## config.mk

```make
export PLATFORM = sky130hd
export DESIGN_NAME = grid_uart_tx
export DESIGN_NICKNAME = d
export VERILOG_FILES = /design/src/rtl/grid_uart_tx_pkg.sv /design/src/rtl/uart_tx_byte.sv /design/src/rtl/grid_uart_tx.sv
export SDC_FILE = /design/constraint.sdc
export NUM_CORES = 1
export LEC_CHECK = 0
export CORE_UTILIZATION = 53
export CTS_CLUSTER_SIZE = 14
export DETAILED_ROUTE_END_ITERATION = 16
export PLACE_DENSITY = 0.78
export SYNTH_ARGS = -nofsm -noshare
export SYNTH_HDL_FRONTEND = slang
export SYNTH_SLANG_ARGS = --single-unit
```

## constraint.sdc

```tcl
create_clock -name clk -period 6.1 [get_ports clk]
set_clock_uncertainty 0.15 [all_clocks]
set_input_delay 1.525 -clock clk [delete_from_list [all_inputs] [get_ports clk]]
set_output_delay 1.525 -clock clk [all_outputs]
set_load 0.005 [all_outputs]
```

## src/rtl/grid_uart_tx_pkg.sv

```systemverilog
// Shared definitions for the serial board dumper: cell codes, ASCII
// characters, board geometry, frame lengths and the sequencer states.
package grid_uart_tx_pkg;

  localparam int GRID_ROWS = 7;
  localparam int GRID_COLS = 7;

  // Each board row is COLS cell characters followed by CR LF.
  localparam int BOARD_LEN   = GRID_ROWS * (GRID_COLS + 2);
  // 'W', winner digit, CR, LF.
  localparam int TRAILER_LEN = 4;

  localparam logic [1:0] CELL_EMPTY = 2'b00;
  localparam logic [1:0] CELL_P1    = 2'b01;
  localparam logic [1:0] CELL_P2    = 2'b10;

  localparam logic [7:0] ASCII_DOT  = 8'h2E;
  localparam logic [7:0] ASCII_X    = 8'h58;
  localparam logic [7:0] ASCII_O    = 8'h4F;
  localparam logic [7:0] ASCII_QM   = 8'h3F;
  localparam logic [7:0] ASCII_W    = 8'h57;
  localparam logic [7:0] ASCII_CR   = 8'h0D;
  localparam logic [7:0] ASCII_LF   = 8'h0A;
  localparam logic [7:0] ASCII_ZERO = 8'h30;

  typedef enum logic [2:0] {
    ST_IDLE,
    ST_LOAD,
    ST_SHIFT,
    ST_NEXT,
    ST_FIN
  } state_t;

  // Printable character for one 2-bit cell; the reserved code shows as '?'.
  function automatic logic [7:0] cell_char(input logic [1:0] code);
    logic [7:0] ch;
    case (code)
      CELL_EMPTY: ch = ASCII_DOT;
      CELL_P1:    ch = ASCII_X;
      CELL_P2:    ch = ASCII_O;
      default:    ch = ASCII_QM;
    endcase
    return ch;
  endfunction

endpackage

```

## src/rtl/uart_tx_byte.sv

```systemverilog
// 8N1 byte serializer. Owns the baud and bit counters. 'ready' also rises
// during the last two cycles of the stop bit so the frame sequencer can
// prepare the next byte and keep the idle gap between bytes short.
module uart_tx_byte
  import grid_uart_tx_pkg::*;
#(
  parameter int CLKS_PER_BIT = 868
) (
  input  logic       clk,
  input  logic       rst,
  input  logic       start,
  input  logic [7:0] data,
  output logic       tx,
  output logic       ready
);

  localparam int BAUD_W = (CLKS_PER_BIT > 1) ? $clog2(CLKS_PER_BIT) : 1;
  localparam logic [BAUD_W-1:0] BAUD_LAST  = BAUD_W'(CLKS_PER_BIT - 1);
  localparam logic [BAUD_W-1:0] BAUD_EARLY = BAUD_W'(CLKS_PER_BIT - 2);
  localparam logic [3:0]        BIT_LAST   = 4'd9;

  logic              active_reg;
  logic [9:0]        shift_reg;
  logic [3:0]        bit_reg;
  logic [BAUD_W-1:0] baud_reg;
  logic              finishing;

  assign finishing = active_reg && (bit_reg == BIT_LAST) && (baud_reg >= BAUD_EARLY);
  assign ready     = !active_reg || finishing;
  // Line is high whenever no byte is in flight, including straight out of reset.
  assign tx        = !active_reg || shift_reg[0];

  // Load {stop, data, start} on start, then shift one bit per baud period.
  always_ff @(posedge clk or posedge rst) begin
    if (rst) begin
      active_reg <= 1'b0;
      shift_reg  <= '1;
      bit_reg    <= '0;
      baud_reg   <= '0;
    end else if (!active_reg) begin
      if (start) begin
        active_reg <= 1'b1;
        shift_reg  <= {1'b1, data, 1'b0};
        bit_reg    <= '0;
        baud_reg   <= '0;
      end
    end else if (baud_reg == BAUD_LAST) begin
      baud_reg <= '0;
      if (bit_reg == BIT_LAST) begin
        active_reg <= 1'b0;
        bit_reg    <= '0;
      end else begin
        bit_reg   <= bit_reg + 4'd1;
        shift_reg <= {1'b1, shift_reg[9:1]};
      end
    end else begin
      baud_reg <= baud_reg + BAUD_W'(1);
    end
  end

endmodule

```

## src/rtl/grid_uart_tx.sv

```systemverilog
// Serial board dumper: snapshots the grid and game status on request and
// streams the board as ASCII rows (top row first) over an 8N1 UART line.
module grid_uart_tx
  import grid_uart_tx_pkg::*;
#(
  parameter int CLKS_PER_BIT = 868,
  parameter int ROWS         = GRID_ROWS,
  parameter int COLS         = GRID_COLS
) (
  input  logic                     clk,
  input  logic                     rst,
  input  logic                     send,
  input  logic [ROWS*COLS*2-1:0]   grid,
  input  logic [1:0]               winner,
  input  logic                     term,
  output logic                     tx,
  output logic                     busy,
  output logic                     done
);

  localparam int CELLS       = ROWS * COLS;
  localparam int BOARD_BYTES = ROWS * (COLS + 2);
  localparam int FRAME_MAX   = BOARD_BYTES + TRAILER_LEN;
  localparam int IDX_W       = $clog2(FRAME_MAX);
  localparam int COL_W       = $clog2(COLS + 2);
  localparam int ROW_W       = $clog2(ROWS);
  localparam int CELL_W      = $clog2(CELLS);

  state_t              state_reg, state_next;
  logic [2*CELLS-1:0]  grid_snap_reg;
  logic [1:0]          winner_snap_reg;
  logic                term_snap_reg;
  logic                pending_reg;
  logic [IDX_W-1:0]    idx_reg;
  logic [COL_W-1:0]    col_reg;
  logic [ROW_W-1:0]    row_reg;     // 0 = top board row (row ROWS-1)

  logic                byte_start;
  logic                byte_ready;
  logic [7:0]          byte_data;
  logic                restart;
  logic                take_snapshot;
  logic                last_byte;
  logic [IDX_W-1:0]    last_idx;
  logic [IDX_W-1:0]    trail_off;
  logic [CELL_W-1:0]   cell_idx;
  logic [1:0]          cells [CELLS];

  genvar gi;
  generate
    for (gi = 0; gi < CELLS; gi++) begin : g_cells
      assign cells[gi] = grid_snap_reg[2*gi +: 2];
    end
  endgenerate

  // A send arriving on the FIN cycle itself counts like a queued one.
  assign restart       = pending_reg | send;
  assign take_snapshot = ((state_reg == ST_IDLE) && send) ||
                         ((state_reg == ST_FIN) && restart);
  assign last_idx      = term_snap_reg ? IDX_W'(FRAME_MAX - 1) : IDX_W'(BOARD_BYTES - 1);
  assign last_byte     = (idx_reg == last_idx);
  assign trail_off     = idx_reg - IDX_W'(BOARD_BYTES);

  uart_tx_byte #(.CLKS_PER_BIT(CLKS_PER_BIT)) u_byte (
    .clk   (clk),
    .rst   (rst),
    .start (byte_start),
    .data  (byte_data),
    .tx    (tx),
    .ready (byte_ready)
  );

  // Character mux: board cell, row terminator, or trailer byte.
  always_comb begin
    cell_idx  = CELL_W'((ROWS - 1 - int'(row_reg)) * COLS + int'(col_reg));
    byte_data = ASCII_LF;
    if (idx_reg < IDX_W'(BOARD_BYTES)) begin
      if (col_reg < COL_W'(COLS)) begin
        byte_data = cell_char(cells[cell_idx]);
      end else if (col_reg == COL_W'(COLS)) begin
        byte_data = ASCII_CR;
      end else begin
        byte_data = ASCII_LF;
      end
    end else begin
      case (trail_off[1:0])
        2'd0:    byte_data = ASCII_W;
        2'd1:    byte_data = ASCII_ZERO + {6'd0, winner_snap_reg};
        2'd2:    byte_data = ASCII_CR;
        default: byte_data = ASCII_LF;
      endcase
    end
  end

  // Sequencer state register.
  always_ff @(posedge clk or posedge rst) begin
    if (rst) begin
      state_reg <= ST_IDLE;
    end else begin
      state_reg <= state_next;
    end
  end

  // Sequencer next state, byte start, busy and done.
  always_comb begin
    state_next = state_reg;
    byte_start = 1'b0;
    busy       = 1'b1;
    done       = 1'b0;
    unique case (state_reg)
      ST_IDLE: begin
        busy = 1'b0;
        if (send) state_next = ST_LOAD;
      end
      ST_LOAD: begin
        byte_start = 1'b1;
        state_next = ST_SHIFT;
      end
      ST_SHIFT: begin
        if (byte_ready) state_next = ST_NEXT;
      end
      ST_NEXT: begin
        state_next = last_byte ? ST_FIN : ST_LOAD;
      end
      ST_FIN: begin
        done       = 1'b1;
        busy       = restart;
        state_next = restart ? ST_LOAD : ST_IDLE;
      end
      default: state_next = ST_IDLE;
    endcase
  end

  // Snapshot and frame position counters (byte index, column, row).
  always_ff @(posedge clk or posedge rst) begin
    if (rst) begin
      grid_snap_reg   <= '0;
      winner_snap_reg <= '0;
      term_snap_reg   <= 1'b0;
      idx_reg         <= '0;
      col_reg         <= '0;
      row_reg         <= '0;
    end else if (take_snapshot) begin
      grid_snap_reg   <= grid;
      winner_snap_reg <= winner;
      term_snap_reg   <= term;
      idx_reg         <= '0;
      col_reg         <= '0;
      row_reg         <= '0;
    end else if ((state_reg == ST_NEXT) && !last_byte) begin
      idx_reg <= idx_reg + IDX_W'(1);
      // Column/row only walk the board area; the trailer uses the index alone.
      if (idx_reg < IDX_W'(BOARD_BYTES - 1)) begin
        if (col_reg == COL_W'(COLS + 1)) begin
          col_reg <= '0;
          row_reg <= row_reg + ROW_W'(1);
        end else begin
          col_reg <= col_reg + COL_W'(1);
        end
      end
    end
  end

  // Requests arriving mid-frame collapse into one queued frame.
  always_ff @(posedge clk or posedge rst) begin
    if (rst) begin
      pending_reg <= 1'b0;
    end else if (state_reg == ST_FIN) begin
      pending_reg <= 1'b0;
    end else if (send && (state_reg != ST_IDLE)) begin
      pending_reg <= 1'b1;
    end
  end

endmodule

```

==> results of run 1 <==
[cell families (layout without fill, tap and decap cells)]
kind of cell	Yosys count	in the layout	share of synthesized area
flip-flops	143	143	0.483
AND/OR/NAND/NOR	142	142	0.0957
multiplexers	139	139	0.250
AO/OA/AOI/OAI	80	80	0.0625
buffers and inverters	55	163	0.0356
adder cells (fa/ha/maj)	29	29	0.0539
XOR/XNOR	16	16	0.0189
[layout by cell type (no fill, tap or decap), drive strengths merged, types with 7 or more instances in the layout]
cell,instances
xor2,7
xnor2,9
mux4,25
nand2,36
mux2i,8
dfrtp,134
nor3,7
nand2b,7
a21oi,23
nor2,35
o21ai,33
ha,24
nand3,23
dfstp,9
clkbuf,19
mux2,106
nand4,10
clkdlybuf4s50,106
inv,25
[metrics by stage]
step	instances	setup slack [ns]	instance area, um2	utilization	total power [uW]
2_1_floorplan	604	0.602	7420	-	4100
3_3_place_gp	859	0.988	8590	0.638	4610
3_5_place_dp	859	0.706	8590	0.638	4790
4_1_cts	888	0.658	9170	0.682	5860
5_1_grt	888	0.311	9170	0.682	6280
6_report	888	0.662	9170	0.682	5850
[tightest hold or removal path: cells and delay by family, from the launching register on]
kind          cells  cell delay (ns)
flops             1             0.37
simple gates      2             0.10
[worst max-delay path by stage]
stage	slack (ns)	endpoint	start	cells after the start
3_5_place_dp	0.71	u_byte.shift_reg[6]	row_reg[0]	18
5_1_grt	0.31	u_byte.shift_reg[1]	row_reg[0]	19
6_report	0.66	u_byte.shift_reg[6]	row_reg[0]	18
3_3_place_gp	0.99	u_byte.shift_reg[1]	row_reg[0]	16
4_1_cts	0.66	u_byte.shift_reg[6]	row_reg[0]	15
2_1_floorplan	0.60	col_reg[0]	rst	1
[power by group]
| group | switching (uW) | leakage, uW | internal, uW |
|---|---|---|---|
| registers | 295 | 0.00172 | 1380 |
| logic | 1500 | 0.00186 | 1630 |
| clock network | 392 | 0.000277 | 646 |
| total | 2190 | 0.00385 | 3660 |
[metal layers]
layer	vias up	global-route usage	share of wire
met4	0	0.0910	0.020
met5	-	0	0
met2	155	0.420	0.51
met1	2555	0.315	0.42
met3	24	0.0618	0.051
li1	2375	-	-
[final cells by class]
cell class              instances  area [um2]
fillers                       997        4280
flip-flops and latches        143        3590
multi-input cells             406        3580
repair buffers                110        1100
clock buffers                  19         443
well taps                     176         220
clock inverters                10         140
inverters                      24        95.1
==> key figures, run 1 <==
Clocking
  – Maximum level of the CTS H-tree: 4
  – CTS Root Cell: clkbuf_16
  – Clock Latency Late Sink: approximately 0.42 ns
  – CTS tree: built
  – Clock transition at the registers of the reported paths: approximately 0.060 ns
  – Post_cts resized: 0
  – Hold Buf Count CTS: 0
  – Cts bufs inserted: 17
  – Post-CTS setup buffers: 0
  – Sinks on the clock net: 143
  – Clk buf depth: 2

Worst setup path
  – Startpoint Class: register
  – Critical Path End Type: register
  – CP max stage delay: ~0.84 ns
  – CP Class: register to register
  – Crit path required time: 6.31 ns
  – Register-to-Register Path Depth: 18
  – Slowest cell on crit path: fa_1
  – Worst R2R End: u_byte.shift_reg[6]
  – Delay-heaviest family, CP: adder cells
  – Critical R2R Launch: row_reg[0]
  – Worst path bufs/invs: 3
  – CP most frequent cell: ha_1
  – Crit path DAT: 5.65 ns
  – Crit Path Max Fanout: 13
  – Cell Chain, Critical Path: ha_1, xnor2_1, ha_1, inv_1, fa_1, fa_1, buf_4, mux4_2, nand3_1, nand4_1, mux2_2, mux2i_1, inv_1, ha_1, nor3b_1, a21oi_1, o21ai_0, mux2_2
  – Worst R2R Setup Slack: 0.66 ns

Final layout
  – Total Nets Final: 835
  – Largest register FFs: between 90 and 100
  – Ant diodes: 0
  – Area delta synth->final: 23.5%
  – Share of post-route cells with drive strength above 1: 0.244

Global routing
  – Initial antenna violation count: 0
  – Pin count of the biggest net entering global routing: 109
  – Vias in the first global route: around 5400
  – First-pass GRT wire length: about 27000 um
  – Grt ovf: 0
  – Gr usage total: 0.250

Floorplan
  – # IOs: around 110
  – Core Box Area: 0.0135 mm2
  – Die height: roughly 120 um
  – Die Area: 0.0145 mm2
  – Site Rows: 42
  – Starting density of the core: 0.552
  – Die width: 120 um

Synthesis
  – Register area share after synthesis: 0.483
  – Synth cell types: 49
  – Synth warnings: 0
  – Syn Std Cell Area: 0.00742 mm2
  – Async S/R FF share, synth: 1.00
  – Number of synthesized register bits: between 100 and 150
  – Syn Area/Cell: 12.3 um2
  – Synth Flop Type: dfrtp_1
  – Synth cell count leaders: dfrtp_1 (134), mux2_2 (105), nand2_1 (36)
  – Synth area leaders: dfrtp_1 (45%), mux2_2 (16%), mux4_2 (6.4%)
  – Dominant cell type by area after synthesis: dfrtp_1
  – Top cell type's share of synthesized area: 0.452
  – Gate Count Post-Synth: 604
  – Post-Syn Nets: 737
  – EDFF count, synth: 0
  – Most frequent cell after synthesis: dfrtp_1

Outcome
  – Status: completed

Detailed routing
  – Final wirelength: 16400 um
  – Remaining DRCs: 0
  – Pre-antenna DRT Iters: 5
  – Initial DRC Count: 345
  – Via density: 5.75
  – Drt wl/cell: 18.5 um
  – Post-route ant nets: 0
  – Total number of vias: 5109

Place
  – # port buffers: 106
  – DP Wirelength: between 10000 and 15000 um
  – Final Wtd Congestion: 0.801

STA
  – Achievable frequency: 184 MHz
  – TNS Setup: 0 ns
  – Fin. Hold Viols: 0
  – Period utilisation layout: 0.891
  – Worst Tran Pin Value: 0.951 ns
  – Relative slew slack: 0.366
  – RSZ-0062 raised after global routing: no
  – WHS: 0.327 ns
  – Crit path time final: 5.44 ns
  – Slew Viols, Final: 0
  – Setup violators final: 0

Pwr
  – Power density cells: about 640 mW/mm2
  – Leakage power total: 0.00385 uW
  – Peak supply drop: 0.000422 V

Worst hold path
  – Endpoint, Worst Hold: u_byte.shift_reg[4]
  – Hold_sp: u_byte.shift_reg[5]
  – Worst hold path type: register to register
  – Hold depth: 2

Job
  – MaxCap Viol Count: 0
Note: power is estimated with default switching activity, not from simulation.
==> run 2: changes to the inputs <==
--- a/config.mk
+++ b/config.mk
@@ -10,2 +10,3 @@
 export DETAILED_ROUTE_END_ITERATION = 16
+export GPL_ROUTABILITY_DRIVEN = 0
 export PLACE_DENSITY = 0.78
==> constraint.sdc (replaced) <==
create_clock -name clk -period 6.1 [get_ports clk]
set_clock_uncertainty 0.15 [all_clocks]
set_input_delay 1.22 -clock clk [delete_from_list [all_inputs] [get_ports clk]]
set_output_delay 1.22 -clock clk [all_outputs]
set_load 0.005 [all_outputs]
==> key figures, run 2 (synthesized netlist as in run 1, its figures left out) <==
Detailed routing
  – Total number of vias: 5069 (-0.78%)
  – Initial DRC Count: 356 (+3.2%)
  – Via density: 5.70 (-1.0%)
  – Final wirelength: 15900 um (-3.3%)
  – Drt wl/cell: 17.8 um (-3.5%)
  – Remaining DRCs: 0 (unchanged)
  – Pre-antenna DRT Iters: 4 (-1)
  – Post-route ant nets: 0 (unchanged)

Clocking
  – Cts bufs inserted: 17 (unchanged)
  – Clk buf depth: 2 (unchanged)
  – Sinks on the clock net: 143 (unchanged)
  – Post_cts resized: 0 (unchanged)
  – Hold Buf Count CTS: 0 (unchanged)
  – Maximum level of the CTS H-tree: 4 (unchanged)
  – Post-CTS setup buffers: 0 (unchanged)
  – CTS Root Cell: clkbuf_16
  – CTS tree: built
  – Clock Latency Late Sink: 0.43 ns (about the same)
  – Clock transition at the registers of the reported paths: 0.06 ns (about the same)

STA
  – Slew Viols, Final: 0 (unchanged)
  – Fin. Hold Viols: 0 (unchanged)
  – Period utilisation layout: 0.887 (-0.00424)
  – RSZ-0062 raised after global routing: no
  – Worst Tran Pin Value: 0.965 ns (+0.0139 ns)
  – Crit path time final: 5.41 ns (-0.0259 ns)
  – TNS Setup: 0 ns (unchanged)
  – Achievable frequency: 185 MHz (+0.48%)
  – WHS: 0.312 ns (-0.0149 ns)
  – Relative slew slack: 0.355 (-0.0108)
  – Setup violators final: 0 (unchanged)

Worst setup path
  – Crit path DAT: 5.63 ns (-0.02 ns)
  – Worst path bufs/invs: 3 (unchanged)
  – Startpoint Class: register
  – CP most frequent cell: ha_1
  – CP max stage delay: 0.87 ns (+0.03 ns)
  – Delay-heaviest family, CP: adder cells
  – Cell Chain, Critical Path: ha_1, xnor2_1, ha_1, inv_1, fa_1, fa_1, buf_4, mux4_2, nand3_1, nand4_1, mux2_2, mux2i_1, inv_1, ha_1, nor3b_1, a21oi_1, o21ai_0, mux2_2
  – Critical Path End Type: register
  – Slowest cell on crit path: fa_1
  – Worst R2R Setup Slack: 0.69 ns (+0.03 ns)
  – Crit Path Max Fanout: 13 (unchanged)
  – CP Class: register to register
  – Crit path required time: 6.32 ns (about the same)

Pwr
  – Power density cells: 635 mW/mm2 (-0.40%)
  – Peak supply drop: 0.000440 V (+4.1%)
  – Leakage power total: 0.00385 uW (about the same)

Job
  – MaxCap Viol Count: 0 (unchanged)

Final layout
  – Area delta synth->final: 23.5% (about the same)
  – Total Nets Final: 835 (unchanged)
  – Most common cell after layout, fill and taps aside: dfrtp_1
  – Final Non-Filler Cells: 890 (+0.23%)
  – Ant diodes: 0 (unchanged)
  – Share of post-route cells with drive strength above 1: 0.246 (+0.00212)
  – Design area: 0.00917 mm2 (about the same)
  – Largest register FFs: 98 (unchanged)
  – Commonest non-fill, non-tap cells in the layout: dfrtp_1 (134), clkdlybuf4s50_1 (106), mux2_2 (105)

Place
  – Placed Cells: 859 (unchanged)
  – Placed Area: 0.00859 mm2 (unchanged)
  – DP Wirelength: 11100 um (-2.5%)
  – # port buffers: 106 (unchanged)

Global routing
  – First-pass GRT wire length: 26300 um (-3.6%)
  – Vias in the first global route: 5284 (-2.0%)
  – Grt ovf: 0 (unchanged)
  – Initial antenna violation count: 0 (unchanged)
  – Gr usage total: 0.238 (-0.0117)
  – Pin count of the biggest net entering global routing: 103 (-5.5%)

Outcome
  – Status: completed

Worst hold path
  – Worst hold path type: register to register

Floorplan
  – # IOs: 107 (unchanged)
  – Site Rows: 42 (unchanged)
  – Die Area: 0.0145 mm2 (unchanged)
  – Die height: 120 um (unchanged)
  – Starting density of the core: 0.552 (unchanged)
  – Die width: 120 um (unchanged)
  – Core Box Area: 0.0135 mm2 (unchanged)
==> run 2: through the flow <==
step / setup WS, ns / total power [uW] / util
global route: 0.355 / 6250 / 0.682
global placement: 0.986 / 4610 / 0.638
floorplan: 0.907 / 4100 / -
detailed placement: 0.745 / 4800 / 0.638
CTS: 0.682 / 5860 / 0.682
finish: 0.688 / 5820 / 0.682
==> run 2: layer usage <==
metal | up-vias | global-route usage | share of wire
met1 | 2560 | 0.313 | 0.44
met5 | - | 0 | 0
li1 | 2370 | - | -
met3 | 23 | 0.0618 | 0.048
met4 | 0 | 0.0818 | 0.019
met2 | 116 | 0.385 | 0.50
==> run 2: final timing paths <==
kind                       cells after the start             endpoint                 from
setup / recovery                              18  u_byte.shift_reg[6]           row_reg[0]
hold / removal                                 2  u_byte.shift_reg[4]  u_byte.shift_reg[5]
setup reg to reg                              18  u_byte.shift_reg[6]           row_reg[0]
hold reg to reg                                2  u_byte.shift_reg[4]  u_byte.shift_reg[5]
max in group asynchronous                      3  u_byte.shift_reg[2]                  rst
min in group asynchronous                      2    grid_snap_reg[44]                  rst
==> run 2: cell type report <==
type	instances	area (um2)
Inverter	24	95.1
Sequential cell	143	3590
Tap cell	176	220
Clock inverter	12	136
Timing Repair Buffer	110	1100
Fill cell	986	4280
Clock buffer	19	443
Multi-Input combinational cell	406	3580
==> run 2: power breakdown <==
| group | switching (uW) | internal [uW] | leakage (uW) |
|---|---|---|---|
| clock network | 409 | 613 | 0.000276 |
| logic | 1510 | 1630 | 0.00186 |
| registers | 281 | 1380 | 0.00172 |
==> run 2: worst reg2reg max path: stages (launching register included) <==
cell and delay [ns]:
dfrtp_1 0.52, ha_1 0.31, xnor2_1 0.32, ha_1 0.30, inv_1 0.06, fa_1 0.45, fa_1 0.87, buf_4 0.29
mux4_2 0.33, nand3_1 0.10, nand4_1 0.10, mux2_2 0.27, mux2i_1 0.25, inv_1 0.11, ha_1 0.35, nor3b_1 0.23
a21oi_1 0.06, o21ai_0 0.14, mux2_2 0.17
